## config.mk

```make
export PLATFORM = sky130hd
export DESIGN_NAME = speed_divider
export DESIGN_NICKNAME = d
export VERILOG_FILES = /design/src/rtl/speed_divider.sv
export SDC_FILE = /design/constraint.sdc
export NUM_CORES = 1
export LEC_CHECK = 0
export ABC_AREA = 1
export BUFFER_PORTS_ARGS = -buffer_cell sky130_fd_sc_hd__clkbuf_2
export CAP_MARGIN = 20
export CORE_ASPECT_RATIO = 0.75
export CORE_UTILIZATION = 33
export CTS_BUF_LIST = sky130_fd_sc_hd__clkbuf_8
export DETAILED_ROUTE_END_ITERATION = 6
export GPL_TIMING_DRIVEN = 0
export PLACE_DENSITY = 0.57
export SYNTH_ARGS = -nofsm -noshare
export SYNTH_HDL_FRONTEND = slang
export SYNTH_SLANG_ARGS = --single-unit
```

## constraint.sdc

```tcl
create_clock -name clk -period 2.04 [get_ports clk]
set_input_delay 0.306 -clock clk [delete_from_list [all_inputs] [get_ports clk]]
set_output_delay 0.306 -clock clk [all_outputs]
set_load 0.005 [all_outputs]
```

## src/rtl/speed_divider.sv

```systemverilog
// Unsigned restoring divider for speed measurement: num / denum -> quotient + remainder, one quotient bit per clock.
// Latency: 26 cycles from the sampled div_start to the registered div_ready pulse; one operation in flight.
// No backpressure: div_start while busy is dropped, and results are held until the next completion.
module speed_divider #(
   parameter int NUM_W = 25,
   parameter int DEN_W = 24
) (
   input  logic             clk,
   input  logic             rst_n,
   input  logic             div_start,
   input  logic [NUM_W-1:0] num,
   input  logic [DEN_W-1:0] denum,
   output logic [NUM_W-1:0] div_result,
   output logic [DEN_W-1:0] div_rem,
   output logic             div_ready,
   output logic             div_zero,
   output logic             busy
);

   localparam int CNT_W = (NUM_W > 1) ? $clog2(NUM_W) : 1;

   typedef enum logic [1:0] {
      IDLE = 2'd0,
      CALC = 2'd1,
      DONE = 2'd2
   } state_t;

   state_t           state;
   logic [NUM_W-1:0] dividend;   // shifts out MSB-first into the remainder
   logic [NUM_W-1:0] quotient;   // shifts in one bit per CALC cycle
   logic [DEN_W-1:0] divisor;
   // After every step the remainder is below the divisor, so DEN_W bits hold it;
   // the extra bit needed for the compare lives only in the trial value.
   logic [DEN_W-1:0] rem;
   logic [CNT_W-1:0] bit_cnt;
   logic             zero_next;

   logic [DEN_W:0]   trial;
   logic             take;

   // Trial subtraction for the current quotient bit, compared at DEN_W+1 bits so it cannot overflow.
   always_comb begin
      trial = {rem, dividend[NUM_W-1]};
      take  = (trial >= {1'b0, divisor});
   end

   // Control FSM and datapath; all outputs registered.
   always_ff @(posedge clk or negedge rst_n) begin
      if (!rst_n) begin
         state      <= IDLE;
         dividend   <= '0;
         quotient   <= '0;
         divisor    <= '0;
         rem        <= '0;
         bit_cnt    <= '0;
         zero_next  <= 1'b0;
         div_result <= '0;
         div_rem    <= '0;
         div_ready  <= 1'b0;
         div_zero   <= 1'b0;
         busy       <= 1'b0;
      end else begin
         div_ready <= 1'b0;
         case (state)
            IDLE: begin
               if (div_start) begin
                  dividend  <= num;
                  divisor   <= denum;
                  rem       <= '0;
                  quotient  <= '0;
                  bit_cnt   <= CNT_W'(NUM_W - 1);
                  zero_next <= (denum == '0);
                  busy      <= 1'b1;
                  state     <= CALC;
               end
            end
            CALC: begin
               // A zero divisor always "takes", giving all-ones quotient and num's low bits as remainder.
               if (take) begin
                  rem <= DEN_W'(trial - {1'b0, divisor});
               end else begin
                  rem <= trial[DEN_W-1:0];
               end
               quotient <= {quotient[NUM_W-2:0], take};
               dividend <= {dividend[NUM_W-2:0], 1'b0};
               if (bit_cnt == '0) begin
                  state <= DONE;
               end else begin
                  bit_cnt <= bit_cnt - 1'b1;
               end
            end
            DONE: begin
               div_result <= quotient;
               div_rem    <= rem;
               div_zero   <= zero_next;
               div_ready  <= 1'b1;
               busy       <= 1'b0;
               state      <= IDLE;
            end
            default: begin
               state <= IDLE;
               busy  <= 1'b0;
            end
         endcase
      end
   end

endmodule
```

After elaboration in Yosys (flattened, before gate mapping)
Cells that the tools add are included.
{"block": "classes", "n_reduce_logical": 9, "magnitude_cmp": 1, "n_eq_ne": 5, "n_addsub": 2, "muxes": 16, "bitwise_logic": 1}
{"op": "one-hot mux 25 bit (2 select lines)", "n": 2}
{"op": "2-to-1 mux 25 bit", "n": 2}
{"op": "2-to-1 mux 24 bit", "n": 2}
{"op": "one-hot mux 24 bit (2 select lines)", "n": 1}
{"op": "greater-or-equal comparator 25 x 24 -> 1 bit", "n": 1}
{"op": "zero test 24 bit", "n": 1}
{"op": "subtractor 24 bit", "n": 1}
{"op": "2-to-1 mux 5 bit", "n": 2}
{"op": "one-hot mux 5 bit (2 select lines)", "n": 1}
{"op": "AND reduction 2 bit", "n": 4}
{"op": "inequality test 2 bit, second input constant", "n": 3}
{"op": "zero test 5 bit", "n": 1}
{"op": "subtractor 5 x 1 -> 5 bit, second input constant", "n": 1}
{"op": "2-to-1 mux 2 bit", "n": 2}
{"op": "one-hot mux 2 bit (2 select lines)", "n": 1}
{"op": "AND reduction 3 bit", "n": 1}
{"op": "equality test 2 x 1 -> 1 bit, second input constant", "n": 1}
{"op": "equality test 2 bit, second input constant", "n": 1}
{"op": "zero test 2 bit", "n": 1}
{"op": "2-to-1 mux 1 bit", "n": 2}
{"op": "one-hot mux 1 bit (2 select lines)", "n": 1}
{"op": "nonzero test 2 bit", "n": 1}
{"op": "NOT 1 bit", "n": 1}
{"block": "word_totals", "word_cells": 46, "input_bits": 52, "ff_bits": 158}

Depth between registers and ports, before layout
{"block": "depth", "ltp_word": 3, "ltp_mapped": 15, "ltp_nobuf": 15}

Least setup slack after synthesis
Ideal clock, no wire load.
{"block": "synth_timing", "kind": "register to register", "start": "register rem[15]", "end": "register rem[4]", "period_less_slack_ns": 1.876, "setup_slack_ns": 0.164, "setup_ns": 0.117, "arrival_ns": 1.758, "stages_incl_launch_ff": 12, "path_cell_list": "dfrtp_1 ha_1 nand2_1 inv_1 a21oi_2 nand2_1 a21oi_2 buf_4 buf_4 nand4_1 nand3_1 nand2_1"}
{"block": "synth_between", "elab_chain_len": 3}
{"element": "start: declaration", "line": "34", "text": "logic [DEN_W-1:0] rem;"}
{"element": "start signal: assignment", "line": "80", "text": "rem <= DEN_W'(trial - {1'b0, divisor});"}
{"element": "start signal: assignment", "line": "82", "text": "rem <= trial[DEN_W-1:0];"}
{"element": "greater-or-equal comparator 25 x 24 -> 1 bit", "line": "44", "text": "take = (trial >= {1'b0, divisor});"}
{"element": "2-to-1 mux 24 bit", "line": "79", "text": "if (take) begin"}
{"element": "one-hot mux 24 bit (2 select lines)", "line": "64", "text": "case (state)"}
Every way passes these cells.
A chain may end at the register's enable or synchronous reset.

Worst setup path in the final report
{"block": "layout_timing", "start": "register divisor[0]", "end": "register rem[22]"}
{"block": "layout_between", "elab_chain_len": 3, "word_cells_on_any_way": 4, "cone_classes": "1 x add/sub; 1 x order compare; 2 x mux"}
{"element": "start: declaration", "line": "31", "text": "logic [DEN_W-1:0] divisor;"}
{"element": "start signal: assignment", "line": "68", "text": "divisor <= denum;"}
{"element": "subtractor 24 bit or greater-or-equal comparator 25 x 24 -> 1 bit (tied branches)", "line": "80, 44"}
{"element": "2-to-1 mux 24 bit (*)", "line": "79"}
{"element": "one-hot mux 24 bit (2 select lines) (*)", "line": "64"}
Every way passes the cells marked *; elsewhere a longest branch is shown, timed or not.

==> run_results.csv <==
group,metric,value,unit
run_status,status,"finished, violations left",
run_status,violations,"negative setup slack",
clock_tree,htree_levels,4,
grt,grt_pass1_vias,7164,
timing,skew,15.8,ps
grt,grt_first_pass_wirelength,38.4,mm
yosys,ys_warn_count,0,
yosys,synth.distinct_cells,32,
yosys,yosys-top-cells-count,"356 x nand2_1, 158 x dfrtp_1, 144 x inv_1",
timing,min_period,2070,ps
clock_tree,cts_sinks,158,
power_and_ir_drop,leakagePower,5.29,nW
clock_tree,clk_pin_slew,100,ps
timing,rsz0062_at_grt,"true",
floorplanning,core_area,24200,um^2
final_layout,n_antenna_cell,0,
yosys,yosysSeqAreaShare,0.480,
timing,drv_slew,0,
setup_path,startpoint_type,"register",
timing,hold_slack,36.2,ps
final_layout,stdcell_count,1570,
setup_path,crit_chain,"ha_4 -> fa_2 -> inv_2 -> nand3_1 -> nand3_2 -> nand2_2 -> nand2_2 -> buf_4 -> nand2_1 -> nand4_1 -> nand3_4 -> nand2_2 -> nand2_1",
timing,finalHoldViolations,0,
timing,finalWorstSetupSlack,-26.2,ps
clock_tree,cts_tree,"done",
final_layout,drive_gt1_frac,0.262,
timing,setup_tns,-41.7,ps
yosys,synthesis.area,8240,um^2
power_and_ir_drop,p_per_area,2020,nW/um^2
floorplanning,rows,49,
floorplanning,die_area,25600,um^2
setup_path,end_kind,"register",
yosys,synth_edf_count,0,
final_layout,design_area,10500,um^2
setup_path,worstPathRequired,2410,ps
yosys,ys_ff_latch,158,
placement,dpl_cell_area,9210,um^2
timing,relSlewSlack,0.541,
setup_path,cp_slowest_cell,"dfrtp_1",
power_and_ir_drop,vdd.ir_drop.worst,0.000653,V
setup_path,worst-path-max-fanout,4,
placement,dp_cells,1507,
setup_path,cp.arrival,2440,ps
clock_tree,clk_latency,480,ps
drt,ant_nets,0,
drt,totalWireLength,23.6,mm
setup_path,slowest_delay,420,ps
drt,route.detailed.drc,0,
yosys,syn-num-nets,1151,
final_layout,area_growth,27.8,%
clock_tree,ctsLongestPathBuffers,2,
yosys,synth_ff_type,"dfrtp_1",
drt,vias,7400,
setup_path,setup.worst_path.class,"register to register",
timing,min_period_over_period,1.01,
clock_tree,clockRootBuffer,"clkbuf_8",
drt,dr.pass1.iters,5,
yosys,yosys-top-cells-area,"dfrtp_1 48%, nand2_1 16%, inv_1 6.6%",
placement,dp_hpwl,17.5,mm
yosys,yosysTopAreaCellShare,0.480,
timing,worstMarginPinSlew,689,ps
drt,drt_iter0_markers,545,
timing,setup-violations-final,2,
placement,globalplace.congestion,0.933,
grt,grt.total_usage,0.193,
hold_path,min_path_type,"input pin to register",
setup_path,crit_top_cell,"nand2_2",
power_and_ir_drop,finalPower,21.3,mW
floorplanning,ios,104,
drt,wire_per_inst,15.1,um
yosys,yosysTopAreaCell,"dfrtp_1",
clock_tree,numCtsBuffers,17,
timing,fmax,0.484,GHz
final_layout,num-nets-final,1305,
drt,via_per_inst,4.71,
floorplanning,dieWidth,184,um
yosys,synthArstFlopShare,1.00,
final_layout,nFillCells,2475,
yosys,syn_inst,1072,
grt,overflow,0,
floorplanning,start_util,0.340,
run,max_cap_viol_count,0,
placement,port_buffers,103,
yosys,syn_avg_cell_area,7.69,um^2
yosys,synthMostInstantiatedCell,"nand2_1",
grt,antenna_found_initial,0,
floorplanning,die_h,139,um
grt,grt_start_max_net_pins,85,
-- power breakdown --
| part | internal [mW] | switching, mW | total [mW] |
|---|---|---|---|
| Combinational | 5.47 | 7.84 | 13.3 |
| Sequential | 4.58 | 0.926 | 5.51 |
| Clock | 1.06 | 1.43 | 2.48 |
| Total | 11.1 | 10.2 | 21.3 |
-- state kept, by name, summed over array words and instances, names as in the netlist, 2 cells and up --
register    count
rem            24
dividend       25
quotient       25
div_rem        24
div_result     25
bit_cnt         5
state           2
divisor        24
-- area by class of cell --
type / instances / area [um^2] / area share
sequential: 158 / 3970 / 0.377
buffer: 43 / 258 / 0.0245
tap: 331 / 414 / 0.0393
timing repair buffer: 135 / 808 / 0.0768
clock buffer: 17 / 234 / 0.0222
clock inverter: 15 / 186 / 0.0177
inverter: 150 / 563 / 0.0535
multi-input combinational: 721 / 4100 / 0.389
-- critical path, delay by kind of cell, from the launching register on --
kind	cells	cell delay (ps)
simple gates	9	760
fa+ha+maj	2	570
flops	1	420
buf+inv	2	190
-- kinds of logic (layout without fill, tap and decap cells) --
group                      Yosys count  in the layout  share of synthesized area
and+or+nand+nor                    519            519                      0.264
adders and majority gates           27             27                     0.0419
DFF                                158            158                      0.480
xor gates and xnor gates            10             10                     0.0106
AOI/OAI and AO/OA                  165            165                      0.106
buffers and inverters              193            360                     0.0973
-- layout by cell type, fill, tap and decap left out, types with 2 or more instances in the layout --
cell,netlist,layout
a21oi_1,37,36
a21oi_2,2,2
and2_1,2,2
buf_1,3,2
buf_2,5,4
buf_4,2,28
buf_6,7,9
buf_8,1,2
clkbuf_1,25,22
clkbuf_2,0,106
clkbuf_8,0,18
clkinv_8,0,2
dfrtp_1,158,146
dfrtp_2,0,12
ha_1,26,3
ha_4,0,23
inv_1,144,126
inv_2,6,24
inv_6,0,4
inv_8,0,5
nand2_1,356,313
nand2_2,2,35
nand2_4,0,10
nand3_1,49,36
nand3_2,2,12
nand3_4,0,3
nand3b_1,5,5
nand4_1,29,29
nor2_1,57,52
nor2_2,7,4
nor2_4,0,8
nor3_4,0,2
nor4_1,6,6
o21ai_0,97,97
o22ai_1,25,25
o31ai_1,2,2
xnor2_1,8,8
xor2_1,2,2
-- routing by layer --
metal | global-route usage | part of all wire | up-vias
met1 | 0.299 | 0.53 | 3489
met4 | 0.0408 | 0.0080 | 0
met2 | 0.270 | 0.41 | 168
li1 | - | - | 3728
met3 | 0.0439 | 0.053 | 15
met5 | 0 | 0 | -
-- through the flow --
step	worst slack, ps	util
2_1_floorplan	164	-
3_3_place_gp	-2250	0.379
3_5_place_dp	-351	0.380
4_1_cts	-58.0	0.418
5_1_grt	-118	0.435
6_report	-26.2	0.435
-- final timing paths --
kind	startpoint	to	slack (ps)	cells after the start
max	divisor[0]	rem[22]	-30	13
min	num[0]	dividend[0]	40	3
max reg2reg	divisor[0]	rem[22]	-30	13
min reg2reg	div_rem[20]	div_rem[20]	480	2
max in group asynchronous	rst_n	bit_cnt[4]	770	3
min in group asynchronous	rst_n	div_rem[9]	450	2
-- what timing repair did --
action | 4_1_cts | 5_1_grt
hold endpoints to repair | 83 | 0
setup endpoints to repair | 25 | 91
gates cloned | 0 | 1
hold buffers | 1 | 0
setup buffers | 16 | 13
gates resized for setup | 60 | 98
pin swaps | 5 | 31
(Power assumes the default switching activity.)
